$ cat src/rtl/dispense_if.sv
// Vend-side signal bundle between the upstream coin FSM/dispenser hardware
// and the dispense controller.
interface dispense_if;
  logic       soda;
  logic [2:0] change;
  logic       vend_done;
  logic       vend_motor;
  logic       coin_eject;
  logic       busy;
  logic [3:0] pending;
  logic       overflow;
  logic       vend_fault;

  modport master (
    output soda, change, vend_done,
    input  vend_motor, coin_eject, busy, pending, overflow, vend_fault
  );

  modport slave (
    input  soda, change, vend_done,
    output vend_motor, coin_eject, busy, pending, overflow, vend_fault
  );
endinterface

$ cat src/rtl/dispense_ctrl.sv
// Queues vend requests with their owed change, runs the dispense motor with a
// timeout, then pulses the nickel-eject solenoid once per nickel owed.
module dispense_ctrl #(
  parameter int unsigned DEPTH        = 4,
  parameter int unsigned EJECT_HIGH   = 4,
  parameter int unsigned EJECT_GAP    = 4,
  parameter int unsigned VEND_TIMEOUT = 255
) (
  input logic       clk,
  input logic       rst,
  dispense_if.slave dif
);

  localparam int unsigned PW     = (DEPTH > 1) ? $clog2(DEPTH) : 1;
  localparam int unsigned TW     = $clog2(VEND_TIMEOUT + 1);
  localparam int unsigned EJ_MAX = (EJECT_HIGH > EJECT_GAP) ? EJECT_HIGH : EJECT_GAP;
  localparam int unsigned CW     = $clog2(EJ_MAX + 1);

  typedef enum logic [1:0] {IDLE, VEND, EJECT_ON, EJECT_OFF} state_e;

  state_e        state_q;
  logic [2:0]    mem_q [DEPTH];
  logic [PW-1:0] wr_ptr_q;
  logic [PW-1:0] rd_ptr_q;
  logic [3:0]    count_q;
  logic [3:0]    count_d;
  logic          overflow_q;
  logic [2:0]    cur_change_q;
  logic [TW-1:0] tmo_cnt_q;
  logic [CW-1:0] ej_cnt_q;
  logic          vend_motor_q;
  logic          coin_eject_q;
  logic          vend_fault_q;

  logic pop_c;
  logic full_c;
  logic push_ok_c;
  logic drop_c;
  logic tmo_hit_c;

  // A same-edge pop frees the slot, so a push into a full queue still lands.
  assign pop_c     = (state_q == IDLE) && (count_q != 4'd0);
  assign full_c    = (count_q == 4'(DEPTH));
  assign push_ok_c = dif.soda && (!full_c || pop_c);
  assign drop_c    = dif.soda && full_c && !pop_c;
  assign tmo_hit_c = (tmo_cnt_q == TW'(VEND_TIMEOUT - 1));

  always_comb begin
    count_d = count_q;
    if (push_ok_c && !pop_c) begin
      count_d = count_q + 4'd1;
    end else if (pop_c && !push_ok_c) begin
      count_d = count_q - 4'd1;
    end
  end

  // Request queue bookkeeping.
  always_ff @(posedge clk) begin
    if (rst) begin
      wr_ptr_q   <= '0;
      rd_ptr_q   <= '0;
      count_q    <= '0;
      overflow_q <= 1'b0;
    end else begin
      count_q <= count_d;
      if (push_ok_c) wr_ptr_q <= wr_ptr_q + PW'(1);
      if (pop_c) rd_ptr_q <= rd_ptr_q + PW'(1);
      if (drop_c) overflow_q <= 1'b1;
    end
  end

  always_ff @(posedge clk) begin
    if (!rst && push_ok_c) mem_q[wr_ptr_q] <= dif.change;
  end

  // Dispense/eject sequencer; motor and solenoid registers follow the state.
  always_ff @(posedge clk) begin
    if (rst) begin
      state_q      <= IDLE;
      cur_change_q <= '0;
      tmo_cnt_q    <= '0;
      ej_cnt_q     <= '0;
      vend_motor_q <= 1'b0;
      coin_eject_q <= 1'b0;
      vend_fault_q <= 1'b0;
    end else begin
      vend_fault_q <= 1'b0;
      unique case (state_q)
        IDLE: begin
          if (pop_c) begin
            cur_change_q <= mem_q[rd_ptr_q];
            tmo_cnt_q    <= '0;
            vend_motor_q <= 1'b1;
            state_q      <= VEND;
          end
        end
        VEND: begin
          tmo_cnt_q <= tmo_cnt_q + TW'(1);
          if (dif.vend_done || tmo_hit_c) begin
            vend_motor_q <= 1'b0;
            vend_fault_q <= !dif.vend_done;
            ej_cnt_q     <= '0;
            if (cur_change_q != 3'd0) begin
              coin_eject_q <= 1'b1;
              state_q      <= EJECT_ON;
            end else begin
              state_q <= IDLE;
            end
          end
        end
        EJECT_ON: begin
          if (ej_cnt_q == CW'(EJECT_HIGH - 1)) begin
            ej_cnt_q     <= '0;
            coin_eject_q <= 1'b0;
            cur_change_q <= cur_change_q - 3'd1;
            state_q      <= EJECT_OFF;
          end else begin
            ej_cnt_q <= ej_cnt_q + CW'(1);
          end
        end
        EJECT_OFF: begin
          if (ej_cnt_q == CW'(EJECT_GAP - 1)) begin
            ej_cnt_q <= '0;
            if (cur_change_q != 3'd0) begin
              coin_eject_q <= 1'b1;
              state_q      <= EJECT_ON;
            end else begin
              state_q <= IDLE;
            end
          end else begin
            ej_cnt_q <= ej_cnt_q + CW'(1);
          end
        end
        default: state_q <= IDLE;
      endcase
    end
  end

  assign dif.vend_motor = vend_motor_q;
  assign dif.coin_eject = coin_eject_q;
  assign dif.vend_fault = vend_fault_q;
  assign dif.overflow   = overflow_q;
  assign dif.pending    = count_q;
  assign dif.busy       = (state_q != IDLE) || (count_q != 4'd0);

endmodule
$ cat src/flat_wrapper.sv
// flat-port wrapper written by rule: the top's interface ports become plain ports
module dispense_ctrl_flat 
#(
  parameter int unsigned DEPTH        = 4,
  parameter int unsigned EJECT_HIGH   = 4,
  parameter int unsigned EJECT_GAP    = 4,
  parameter int unsigned VEND_TIMEOUT = 255
)
  (clk, rst, dif_soda, dif_change, dif_vend_done, dif_vend_motor, dif_coin_eject, dif_busy, dif_pending, dif_overflow, dif_vend_fault);
  dispense_if dif_i ();
  input logic clk;
  input logic rst;
  input wire logic [$bits(dif_i.soda)-1:0] dif_soda;
  input wire logic [$bits(dif_i.change)-1:0] dif_change;
  input wire logic [$bits(dif_i.vend_done)-1:0] dif_vend_done;
  output wire logic [$bits(dif_i.vend_motor)-1:0] dif_vend_motor;
  output wire logic [$bits(dif_i.coin_eject)-1:0] dif_coin_eject;
  output wire logic [$bits(dif_i.busy)-1:0] dif_busy;
  output wire logic [$bits(dif_i.pending)-1:0] dif_pending;
  output wire logic [$bits(dif_i.overflow)-1:0] dif_overflow;
  output wire logic [$bits(dif_i.vend_fault)-1:0] dif_vend_fault;
  assign dif_i.soda = dif_soda;
  assign dif_i.change = dif_change;
  assign dif_i.vend_done = dif_vend_done;
  assign dif_vend_motor = dif_i.vend_motor;
  assign dif_coin_eject = dif_i.coin_eject;
  assign dif_busy = dif_i.busy;
  assign dif_pending = dif_i.pending;
  assign dif_overflow = dif_i.overflow;
  assign dif_vend_fault = dif_i.vend_fault;
  dispense_ctrl #(.DEPTH(DEPTH), .EJECT_HIGH(EJECT_HIGH), .EJECT_GAP(EJECT_GAP), .VEND_TIMEOUT(VEND_TIMEOUT)) u_core (.clk(clk), .rst(rst), .dif(dif_i));
endmodule
$ cat config.mk
export PLATFORM = sky130hd
export DESIGN_NAME = dispense_ctrl_flat
export DESIGN_NICKNAME = d
export VERILOG_FILES = /design/src/rtl/dispense_if.sv /design/src/rtl/dispense_ctrl.sv /design/src/flat_wrapper.sv
export SDC_FILE = /design/constraint.sdc
export NUM_CORES = 1
export LEC_CHECK = 0
export ABC_AREA = 1
export ABC_CLOCK_PERIOD_IN_PS = 2850
export CAP_MARGIN = 20
export CORE_MARGIN = 2
export CORE_UTILIZATION = 40
export CTS_BUF_LIST = sky130_fd_sc_hd__clkbuf_16
export DETAILED_ROUTE_END_ITERATION = 16
export PLACE_DENSITY = 0.56
export SETUP_SLACK_MARGIN = 0.2
export SLEW_MARGIN = 15
export SYNTH_ARGS = -nofsm -noshare
export SYNTH_HDL_FRONTEND = slang
export SYNTH_SLANG_ARGS = --single-unit
$ cat constraint.sdc
create_clock -name clk -period 2.85 [get_ports clk]
set_input_delay 0.57 -clock clk [delete_from_list [all_inputs] [get_ports clk]]
set_output_delay 0.57 -clock clk [all_outputs]
set_load 0.005 [all_outputs]
Yosys cells after proc, flatten, opt, wreduce, memory -nomap -nowiden
Memory sizes are Yosys's and may differ from the RTL's. A register that Yosys moved wholly into a read port is not among the register bits.
Cells that the tools add are included.
W data, S select, Z words.
{"block": "totals", "reg_bits": 28, "ramBits": 12, "wordCells": 91, "memories": 1}
{"memory": "u_core.mem_q", "depth": 4, "word_bits": 3, "read_ports": 1, "rd_clocked_by_memory_dff": 1, "write_ports": 1, "line": "dispense_ctrl.sv:22", "text": "logic [2:0] mem_q [DEPTH];"}
{"block": "classes", "addsub": 7, "n_eq_ne": 10, "muxes": 28, "bitwise_logic": 2, "reduce_logical": 32}
{"cell": "$pmux W8 S2", "n": 1}
{"cell": "$mux W2", "n": 7}
{"cell": "$mux W3", "n": 4}
{"cell": "$pmux W3 S2", "n": 2}
{"cell": "$reduce_bool A2 Y1", "n": 5}
{"cell": "$add A8 B1 Y8 const B", "n": 1}
{"cell": "$eq A8 B8 Y1 const B", "n": 1}
{"cell": "$mux W1", "n": 8}
{"cell": "$mux W4", "n": 2}
{"cell": "$mux W8", "n": 1}
{"cell": "$ne A2 B1 Y1 const B", "n": 4}
{"cell": "$pmux W2 S4", "n": 1}
{"cell": "$reduce_and A4 Y1", "n": 2}
{"cell": "$logic_and A1 B1 Y1", "n": 7}
{"cell": "$reduce_and A3 Y1", "n": 2}
{"cell": "$reduce_bool A3 Y1", "n": 2}
{"cell": "$logic_not A1 Y1", "n": 5}
{"cell": "$add A2 B1 Y2 const B", "n": 2}
{"cell": "$add A4 B1 Y4 const B", "n": 1}
{"cell": "$eq A2 B2 Y1 const B", "n": 2}
{"cell": "$eq A4 B3 Y1 const B", "n": 1}
{"cell": "$reduce_and A2 Y1", "n": 2}
{"cell": "$reduce_bool A4 Y1", "n": 1}
{"cell": "$sub A4 B1 Y4 const B", "n": 1}
{"cell": "other kinds (11)", "n": 14}

Depth between registers and ports, before layout
Gate-level depths: netlist of the first run.
{"block": "depth", "ltp_word": 8, "ltp_mapped": 15, "ltp_nobuf": 15}

Least setup slack after synthesis of the first run
No wires, ideal clock.
{"block": "synth_path", "path_type": "register -> register", "startpoint": "reg u_core.count_q[0], in the netlist u_core.dif.pending[0]", "endpoint": "reg u_core.count_q[3], in the netlist u_core.dif.pending[3]", "setup_time_ns": 0.135, "arrival_ns": 1.884, "required_ns": 2.715, "slack_ns": 0.831, "stages_incl_launch_ff": 16, "synth_period_minus_slack_ns": 2.019, "cell_sequence": "dfxtp_1 nor2_1 nand2_1 nand2_4 nand2_2 nand2_1 inv_2 ha_1 inv_1 ha_1 a21oi_1 nand2_1 nand2_1 nand2_1 nand2_1 a21oi_1"}
{"block": "synth_between", "elab_chain_cells": 7, "elab_cells_between_ends": 15, "classes_between": "2 x add/sub; 1 x eq/ne; 2 x mux; 10 x reduce/logical"}
{"item": "start: declaration", "line": "dispense_ctrl.sv:25", "text": "logic [3:0] count_q;"}
{"item": "start signal: assignment", "line": "dispense_ctrl.sv:65", "text": "count_q <= count_d;"}
{"item": "parallel branches: the longest is 7 deep, another holds $sub A4 B1 Y4"}
Several ways; the timed one is not identified. The select of a mux whose other input is x is not followed.
A chain may end at the register's enable or synchronous reset.

Worst setup path in the final report of the first run
Same ends and word-level chain as after synthesis.

==> impl_metrics.toml, run 1 <==
[status]
outcome = "finished, final reports clean"

[worst_setup_path]
endpoint_kind = "flop"
startpoint = "u_core.dif.pending[0]"
r2r_slack_ns = 0.55
ff2ff_path_depth = 15
crit_end = "u_core.dif.pending[3]"
path_class = "reg2reg"
r2r-end = "u_core.dif.pending[3]"
arrival_ns = 2.47
reg2reg_from = "u_core.dif.pending[0]"
cp.required_ns = 3.02
cp_max_fo = 19
startpoint_type = "flop"

[sta]
finalHoldViolCount = 0
worst_pin_slew_ns = 0.348
skew_ns = 0.00391
setup_tns_ns = 0
relSlewSlack_pct = 76.7
period_needed_ns = 2.30
fin_crit_sh_pct = 80.7
max_freq_mhz = 435
final_max_slew_viol_count = 0
rsz0062_at_grt = "false"
setup_violations = 0

[finish]
fillCellCount = 529
layoutNonFillerInstCount = 356
antenna_cells = 0
drive_gt1_share_pct = 8.04
area_growth_pct = 17.0
final_net_count = 305
register_area_um2 = 961
multiInputGateArea_um2 = 933

[global_route]
met2_usage_pct = 21.4
grt_use_met1_pct = 20.1
grt_util_all_layers_pct = 14.7
antenna_found_initial = 0
grt_pass1_vias = 1522
grt_pass1_wl_mm = 6.85
met3_usage_pct = 3.79
grt_overflow = 0
grt_start_max_net_pins = 20
gr-max-usage-layer = "met2"

[synth]
ys_seq_area_share_pct = 45.6
synthesis.nets = 285
yosys.area.top_type = "dfxtp_1"
synth_area_leaders = "dfxtp_1 28%, edfxtp_1 17%, inv_1 8.0%"
synth_edf_count = 12
ys_ff_latch = 42
syn_area_per_cell_um2 = 7.96
synthFlopType = "dfxtp_1"
ys_top_cells_by_count = "45 x inv_1, 45 x nand2_1, 30 x dfxtp_1"
synth_area_mm2 = 0.00211
synth_cell_types = 32
async_reset_ff_share_pct = 0
yosysWarnings = 0
synth.top_cell.area_share_pct = 28.5
syn_inst = 265

[die]
initial_core_util_pct = 41.3
fp-row-count = 26
die_w_um = 76.6
chipHeight_um = 76.6
core_region_area_mm2 = 0.00511
dieArea_mm2 = 0.00587
ios = 16

[clocking]
post_cts_buffers = 0
cts_tree = "yes"
cts_buffer_depth = 2
cts_made_buffers = 5
clk_pin_slew_ns = 0.06
clock_latency_ns = 0.28
postCtsHoldBufs = 0
cts-root-buf = "clkbuf_16"
cts_resized = 0
cts-htree-levels = 2
clock-sinks = 42

[routing]
drcViolationCount = 0
wl_per_cell_um = 10.7
drt_iter0_drc = 69
num_vias = 1635
antenna_left = 0
drt-total-wl_mm = 3.82
via_per_inst = 4.59
dr.pass1.iters = 4

[placement]
gp_congestion = 0.770
numPortBuffers = 15
dp_cells = 348
hpwl_mm = 2.76

[min_path]
min_path_type = "reg2reg"
hold-path-cell-count = 2

[power_and_ir_drop]
power.leakage_nw = 1.06
intPower_w = 0.00142
power_frac_seq_pct = 37.3
power_density_mw_per_mm2 = 926
pwr-share-clk_pct = 23.1
pwr-share-comb_pct = 39.6
switchingPower_w = 0.000863
swShare_pct = 37.8
irDropWorstVdd_uv = 390

[flow_run]
maxCapViolCount = 0
kinds of logic after synthesis:
family | after synthesis | synth area share [%]
xor gates and xnor gates | 3 | 1.25
and+or+nand+nor | 113 | 24.9
adders and majority gates | 13 | 8.07
buffers and inverters | 53 | 10.2
DFF | 42 | 45.6
AOI/OAI and AO/OA | 41 | 10.1
critical path, stage by stage (launching register included):
cell and delay [ns]:
dfxtp_1 0.37, nor2_1 0.20, nand2_1 0.12, nand2_4 0.20, nand2_2 0.09, nand2_1 0.07
inv_2 0.06, ha_1 0.20, inv_1 0.12, ha_1 0.28, a21oi_1 0.19, nand2_1 0.07
nand2_1 0.06, nand2_1 0.05, nand2_1 0.05, a21oi_1 0.05
cell type report:
class	instances	share of cell area (%)
Tap cell	70	3.55
Sequential cell	42	38.9
Clock buffer	5	5.07
Multi-Input combinational cell	170	37.8
Inverter	49	7.45
Clock inverter	3	0.456
Timing Repair Buffer	17	6.69
layer usage:
layer  wire length, um  part of all wire, %  vias to the layer above
met5                 0                    0                        -
li1                  -                    -                      894
met2              1550                   41                       14
met3                93                  2.4                        5
met4                70                  1.8                        0
met1              2110                   55                      722
cell usage in the layout (no fill, tap or decap):
master           count
a21oi_1             20
a21oi_2              1
a31oi_1              1
and3_1               1
buf_4                2
clkbuf_16            5
clkdlybuf4s50_1     15
clkinv_1             2
dfxtp_1             30
edfxtp_1            12
fa_1                 1
ha_1                12
inv_1               47
inv_2                3
nand2_1             45
nand2_2              6
nand2_4              1
nand3_1             22
nand3_2              1
nand3b_1             1
nand4_1              2
nor2_1              26
nor2_2               1
nor2_4               2
nor3_1               3
nor3b_2              1
o211ai_1             1
o21ai_0             11
o21ai_1              7
or2_1                1
xnor2_1              2
xor2_1               1
per-stage QoR:
stage          worst slack (ns)  cell area (um2)  utilization (%)  total power [W]  hold slack, ns
2_1_floorplan             0.831             2110                -          0.00155           0.432
3_3_place_gp              0.450             2330             45.6          0.00177           0.452
3_5_place_dp              0.400             2330             45.6          0.00177           0.455
4_1_cts                   0.535             2470             48.3          0.00231           0.462
5_1_grt                   0.237             2470             48.3          0.00252           0.492
6_report                  0.551             2470             48.3          0.00228           0.463
how the worst min path moves through the flow:
stage	startpoint	endpoint	slack (ns)
final	u_core.dif.vend_motor	u_core.dif.vend_motor	0.46
after global routing	u_core.dif.vend_motor	u_core.dif.vend_motor	0.49
after CTS	u_core.dif.vend_motor	u_core.dif.vend_motor	0.46
after detailed placement	u_core.dif.vend_motor	u_core.dif.vend_motor	0.45
after global placement	u_core.ej_cnt_q[0]	u_core.ej_cnt_q[0]	0.45
after floorplan	u_core.ej_cnt_q[0]	u_core.ej_cnt_q[0]	0.43
power groups by stage:
stage / registers [W] / logic, W / clock network, W
6_report: 0.000852 / 0.000904 / 0.000528
3_5_place_dp: 0.000866 / 0.000909 / 0
3_3_place_gp: 0.000867 / 0.000905 / 0
4_1_cts: 0.000853 / 0.000915 / 0.000545
5_1_grt: 0.000875 / 0.00107 / 0.000574
2_1_floorplan: 0.000845 / 0.000700 / 0
registers in the layout, summed over array words and instances (netlist names), named ones only:
name,count
u_core.dif.vend_fault,1
u_core.tmo_cnt_q,8
u_core.dif.pending,4
u_core.dif.vend_motor,1
u_core.mem_q,12
u_core.rd_ptr_q,2
u_core.ej_cnt_q,3
u_core.cur_change_q,3
u_core.wr_ptr_q,2
u_core.dif.overflow,1
u_core.state_q,1
u_core.dif.coin_eject,1
No activity file was read; power rests on OpenSTA's default activity.
==> run 2: changes to the inputs <==
--- a/config.mk
+++ b/config.mk
@@ -6,7 +6,7 @@
 export NUM_CORES = 1
 export LEC_CHECK = 0
 export ABC_AREA = 1
-export ABC_CLOCK_PERIOD_IN_PS = 2850
+export ABC_CLOCK_PERIOD_IN_PS = 2400
 export CAP_MARGIN = 20
 export CORE_MARGIN = 2
 export CORE_UTILIZATION = 40
==> constraint.sdc (replaced) <==
create_clock -name clk -period 2.4 [get_ports clk]
set_input_delay 0.48 -clock clk [delete_from_list [all_inputs] [get_ports clk]]
set_output_delay 0.48 -clock clk [all_outputs]
set_load 0.005 [all_outputs]
==> impl_metrics.toml, run 2 (same netlist as run 1, synthesis figures left out) <==
[status]
outcome = "finished, final reports clean"

[global_route]
met2_usage_pct = 26.8
antenna_found_initial = 0
grt_pass1_vias = 1684
grt_overflow = 0
grt_use_met1_pct = 20.1
met3_usage_pct = 3.79
grt_start_max_net_pins = 18
grt_pass1_wl_mm = 7.48
grt_util_all_layers_pct = 16.1
gr-max-usage-layer = "met2"

[clocking]
cts_made_buffers = 5
clk_pin_slew_ns = 0.06
cts-root-buf = "clkbuf_16"
clock-sinks = 42
cts_buffer_depth = 2
clock_latency_ns = 0.28
cts-htree-levels = 2
cts_tree = "yes"
postCtsHoldBufs = 0

[die]
core_region_area_mm2 = 0.00511
die_w_um = 76.6
initial_core_util_pct = 41.3
fp-row-count = 26
dieArea_mm2 = 0.00587
ios = 16
chipHeight_um = 76.6

[worst_setup_path]
cpPeakStageDelay_ns = 0.53
ff2ff_path_depth = 13
r2r_slack_ns = 0.35
path_class = "reg2out"
endpoint_kind = "output port"
path_depth = 4
reg2reg_from = "u_core.dif.pending[1]"
r2r-end = "u_core.dif.pending[3]"
arrival_ns = 1.65
path_cells = "nor2_2 > buf_4 > nand3_1 > clkdlybuf4s50_1"
cp_max_fo = 4
cpMaxStageDelayCell = "clkdlybuf4s50_1"
startpoint_type = "flop"
path_buf_inv = 2
cpLargestDelayFamily = "buffers and inverters"
cp.required_ns = 1.92

[sta]
setup_tns_ns = 0
rsz0062_at_grt = "false"
relSlewSlack_pct = 80.2
skew_ns = 0.00576
period_needed_ns = 2.13
worst_pin_slew_ns = 0.296
fin_crit_sh_pct = 88.7
final_max_slew_viol_count = 0
finalHoldViolCount = 0
setup_violations = 0
max_freq_mhz = 470

[finish]
stdcell_area_mm2 = 0.00260
final_net_count = 311
regMostFlops = "u_core.mem_q"
drive_gt1_share_pct = 13.4
antenna_cells = 0
layoutNonFillerInstCount = 362
largest_reg_flops = 12
area_growth_pct = 23.3
final_cell_mix = "45 x inv_1, 45 x nand2_1, 27 x dfxtp_1, 24 x nor2_1, 22 x nand3_1"

[routing]
drt_iter0_drc = 69
antenna_left = 0
drcViolationCount = 0
wl_per_cell_um = 11.6
dr.pass1.iters = 6
num_vias = 1685
drt-total-wl_mm = 4.19
via_per_inst = 4.65

[placement]
gp_congestion = 0.799
numPortBuffers = 15
hpwl_mm = 2.86
placed_area_mm2 = 0.00236
dp_cells = 352

[power_and_ir_drop]
swShare_pct = 35.7
pwr-share-comb_pct = 39.4
irDropWorstVdd_uv = 535
power_frac_seq_pct = 32.5
intPower_w = 0.00202
switchingPower_w = 0.00112
power.leakage_nw = 1.12
power_density_mw_per_mm2 = 1210
pwr-share-clk_pct = 28.2

[min_path]
hold_start = "u_core.dif.vend_motor"
holdPathEnd = "u_core.dif.vend_motor"
min_path_type = "reg2reg"
hold-path-cell-count = 2

[flow_run]
maxCapViolCount = 0
run 2: cell types whose count changed in the layout (fill, tap and decap cells not counted), sizes merged:
cell,change
buf,+6
bufinv,+2
inv,-2
run 2: repair_timing:
item / 4_1_cts / 5_1_grt
gates resized for setup: 2 / 6
pin swaps: 2 / 1
hold endpoints to repair: 0 / 0
setup buffers: 2 / 0
setup endpoints to repair: 1 / 3
run 2: final cells by class:
cell class	instances	area [um2]
well taps	70	87.6
fillers	508	2510
flip-flops and latches	42	965
multi-input cells	170	960
clock buffers	5	125
clock inverters	3	68.8
inverters	49	184
repair buffers	23	210
run 2: worst register-to-register path: cells and delay by family, from the launching register on:
| family | cells | cell delay, ns |
|---|---|---|
| and+or+nand+nor | 7 | 0.67 |
| adders and majority gates | 2 | 0.44 |
| DFF | 1 | 0.36 |
| AOI/OAI and AO/OA | 2 | 0.28 |
| buffers and inverters | 2 | 0.20 |
run 2: per-stage QoR:
stage / worst slack [ns] / power (W) / hold WS [ns] / util [%]
after floorplan: 0.381 / 0.00184 / 0.432 / -
after global placement: 0.121 / 0.00214 / 0.450 / 46.2
after detailed placement: 0.0754 / 0.00215 / 0.454 / 46.2
after CTS: 0.263 / 0.00311 / 0.462 / 50.4
after global routing: 0.165 / 0.00340 / 0.494 / 50.9
final: 0.272 / 0.00314 / 0.461 / 50.9
run 2: worst max-delay path by stage:
stage / slack, ns / end
after global routing: 0.17 / u_core.dif.pending[2]
after detailed placement: 0.08 / u_core.dif.pending[3]
after floorplan: 0.38 / u_core.dif.pending[3]
after CTS: 0.26 / dif_busy
after global placement: 0.12 / u_core.dif.pending[3]
final: 0.27 / dif_busy
run 2: power by group through the flow:
stage	combinational, W	sequential, W	clock, W
finish	0.00123	0.00102	0.000884
global placement	0.00112	0.00102	0
detailed placement	0.00113	0.00102	0
global route	0.00141	0.00104	0.000940
CTS	0.00120	0.00101	0.000906
floorplan	0.000831	0.00100	0
run 2: routing by layer:
| layer | part of all wire, % | vias to the layer above |
|---|---|---|
| li1 | - | 895 |
| met1 | 49 | 761 |
| met2 | 47 | 23 |
| met3 | 3.0 | 6 |
| met4 | 1.6 | 0 |
| met5 | 0 | - |
==> run 3: changes to the inputs <==
--- a/config.mk
+++ b/config.mk
@@ -8,11 +8,13 @@
 export ABC_AREA = 1
 export ABC_CLOCK_PERIOD_IN_PS = 2400
 export CAP_MARGIN = 20
+export CELL_PAD_IN_SITES_DETAIL_PLACEMENT = 0
+export CELL_PAD_IN_SITES_GLOBAL_PLACEMENT = 1
 export CORE_MARGIN = 2
 export CORE_UTILIZATION = 40
 export CTS_BUF_LIST = sky130_fd_sc_hd__clkbuf_16
 export DETAILED_ROUTE_END_ITERATION = 16
-export PLACE_DENSITY = 0.56
+export PLACE_DENSITY = 0.72
 export SETUP_SLACK_MARGIN = 0.2
 export SLEW_MARGIN = 15
 export SYNTH_ARGS = -nofsm -noshare
==> impl_metrics.toml, run 3 (same netlist as run 1, synthesis figures left out) <==
[status]
outcome = "finished, final reports clean"

[worst_setup_path]
startpoint = "u_core.state_q[0]"
endpoint_kind = "output port"
ff2ff_path_depth = 14
r2r-end = "u_core.dif.pending[3]"
arrival_ns = 1.64
cpMaxStageDelayCell = "clkdlybuf4s50_1"
cp.required_ns = 1.92
cp_max_fo = 4
path_class = "reg2out"
reg2reg_from = "u_core.state_q[0]"
path_cells = "nor2_2 > buf_4 > nand3_1 > clkdlybuf4s50_1"
cpPeakStageDelay_ns = 0.53
startpoint_type = "flop"
r2r_slack_ns = 0.39

[clocking]
cts_made_buffers = 5
clk_pin_slew_ns = 0.06
postCtsHoldBufs = 0
cts-root-buf = "clkbuf_16"
cts_tree = "yes"
clock_latency_ns = 0.29
clock-sinks = 42
cts_buffer_depth = 2
cts-htree-levels = 2

[finish]
final_cell_mix = "45 x nand2_1, 44 x inv_1, 27 x dfxtp_1, 24 x nor2_1, 22 x nand3_1"
final_common_cell = "nand2_1"
fillCellCount = 508
area_growth_pct = 20.2
drive_gt1_share_pct = 13.0
antenna_cells = 0
regMostFlops = "u_core.mem_q"
final_net_count = 311
largest_reg_flops = 12

[placement]
numPortBuffers = 15
place_ws_ns = 0.111
hpwl_mm = 2.89
gp_congestion = 0.750

[sta]
final_max_slew_viol_count = 0
setup_tns_ns = 0
worst_pin_slew_ns = 0.275
rsz0062_at_grt = "true"
fin_crit_sh_pct = 88.2
skew_ns = 0.00367
period_needed_ns = 2.12
finalWorstSetupSlack_ns = 0.284
relSlewSlack_pct = 81.5
setup_violations = 0
max_freq_mhz = 473
finalHoldViolCount = 0

[die]
initial_core_util_pct = 41.3
fp-row-count = 26
core_region_area_mm2 = 0.00511
die_w_um = 76.6
chipHeight_um = 76.6
dieArea_mm2 = 0.00587
ios = 16

[routing]
num_vias = 1661
dr.pass1.iters = 4
drt_iter0_drc = 90
antenna_left = 0
via_per_inst = 4.59
wl_per_cell_um = 11.0
drcViolationCount = 0
drt-total-wl_mm = 4.00

[global_route]
grt_overflow = 0
grt_util_all_layers_pct = 15.6
grt_pass1_wl_mm = 7.21
antenna_found_initial = 0
grt_pass1_vias = 1572
grt_start_max_net_pins = 18

[power_and_ir_drop]
power_density_mw_per_mm2 = 1130
power_w = 0.00287
irDropWorstVdd_uv = 500
power.leakage_nw = 1.09

[flow_run]
maxCapViolCount = 0

[min_path]
holdPathEnd = "u_core.ej_cnt_q[0]"
min_path_type = "reg2reg"
hold-path-cell-count = 1
hold_start = "u_core.ej_cnt_q[0]"
-- run 3: power breakdown --
| group | internal (W) | leakage (nW) | switching [W] |
|---|---|---|---|
| clock | 0.000380 | 0.0672 | 0.000275 |
| sequential | 0.000879 | 0.356 | 0.000134 |
| combinational | 0.000515 | 0.666 | 0.000691 |
-- run 3: layout make-up --
type                    instances  area (um2)  share of cell area [%]
repair buffers                 23         210                    8.29
clock buffers                   5         125                    4.94
inverters                      49         184                    7.26
clock inverters                 3        16.3                   0.642
multi-input cells             170         947                    37.4
well taps                      70        87.6                    3.46
flip-flops and latches         42         965                    38.1
-- run 3: metal layers --
| metal | global-route usage (%) | up-vias | wire length [um] |
|---|---|---|---|
| li1 | - | 903 | - |
| met1 | 20.8 | 728 | 2050 |
| met2 | 24.0 | 23 | 1720 |
| met3 | 3.79 | 7 | 150 |
| met4 | 7.09 | 0 | 84 |
| met5 | 0 | - | 0 |
-- run 3: worst max-delay path by stage --
stage | to | slack, ns | cells past startpoint
final | dif_busy | 0.28 | 4
after detailed placement | u_core.dif.pending[3] | 0.11 | 12
after floorplan | u_core.dif.pending[3] | 0.38 | 15
after CTS | u_core.dif.pending[3] | 0.22 | 15
after global routing | u_core.dif.pending[3] | 0.19 | 12
after global placement | u_core.dif.pending[3] | 0.13 | 12
-- run 3: critical path: cells and delay by family, from the launching register on --
| kind | cells | cell delay [ns] |
|---|---|---|
| simple gates | 2 | 0.22 |
| buf+inv | 2 | 0.68 |
| flops | 1 | 0.44 |
-- run 3: stage by stage --
stage	util [%]	cell area (um2)	hold WS, ns	std cells
2_1_floorplan	-	2110	0.432	265
3_3_place_gp	46.4	2370	0.449	353
3_5_place_dp	46.4	2370	0.456	353
4_1_cts	49.2	2510	0.463	361
5_1_grt	49.6	2530	0.498	362
6_report	49.6	2530	0.464	362
-- run 3: repair_timing --
item | 4_1_cts | 5_1_grt
gates resized for setup | 1 | 7
setup buffers | 0 | 1
setup endpoints to repair | 1 | 3
pin swaps | 0 | 2
endpoints found under the hold margin | 0 | 0
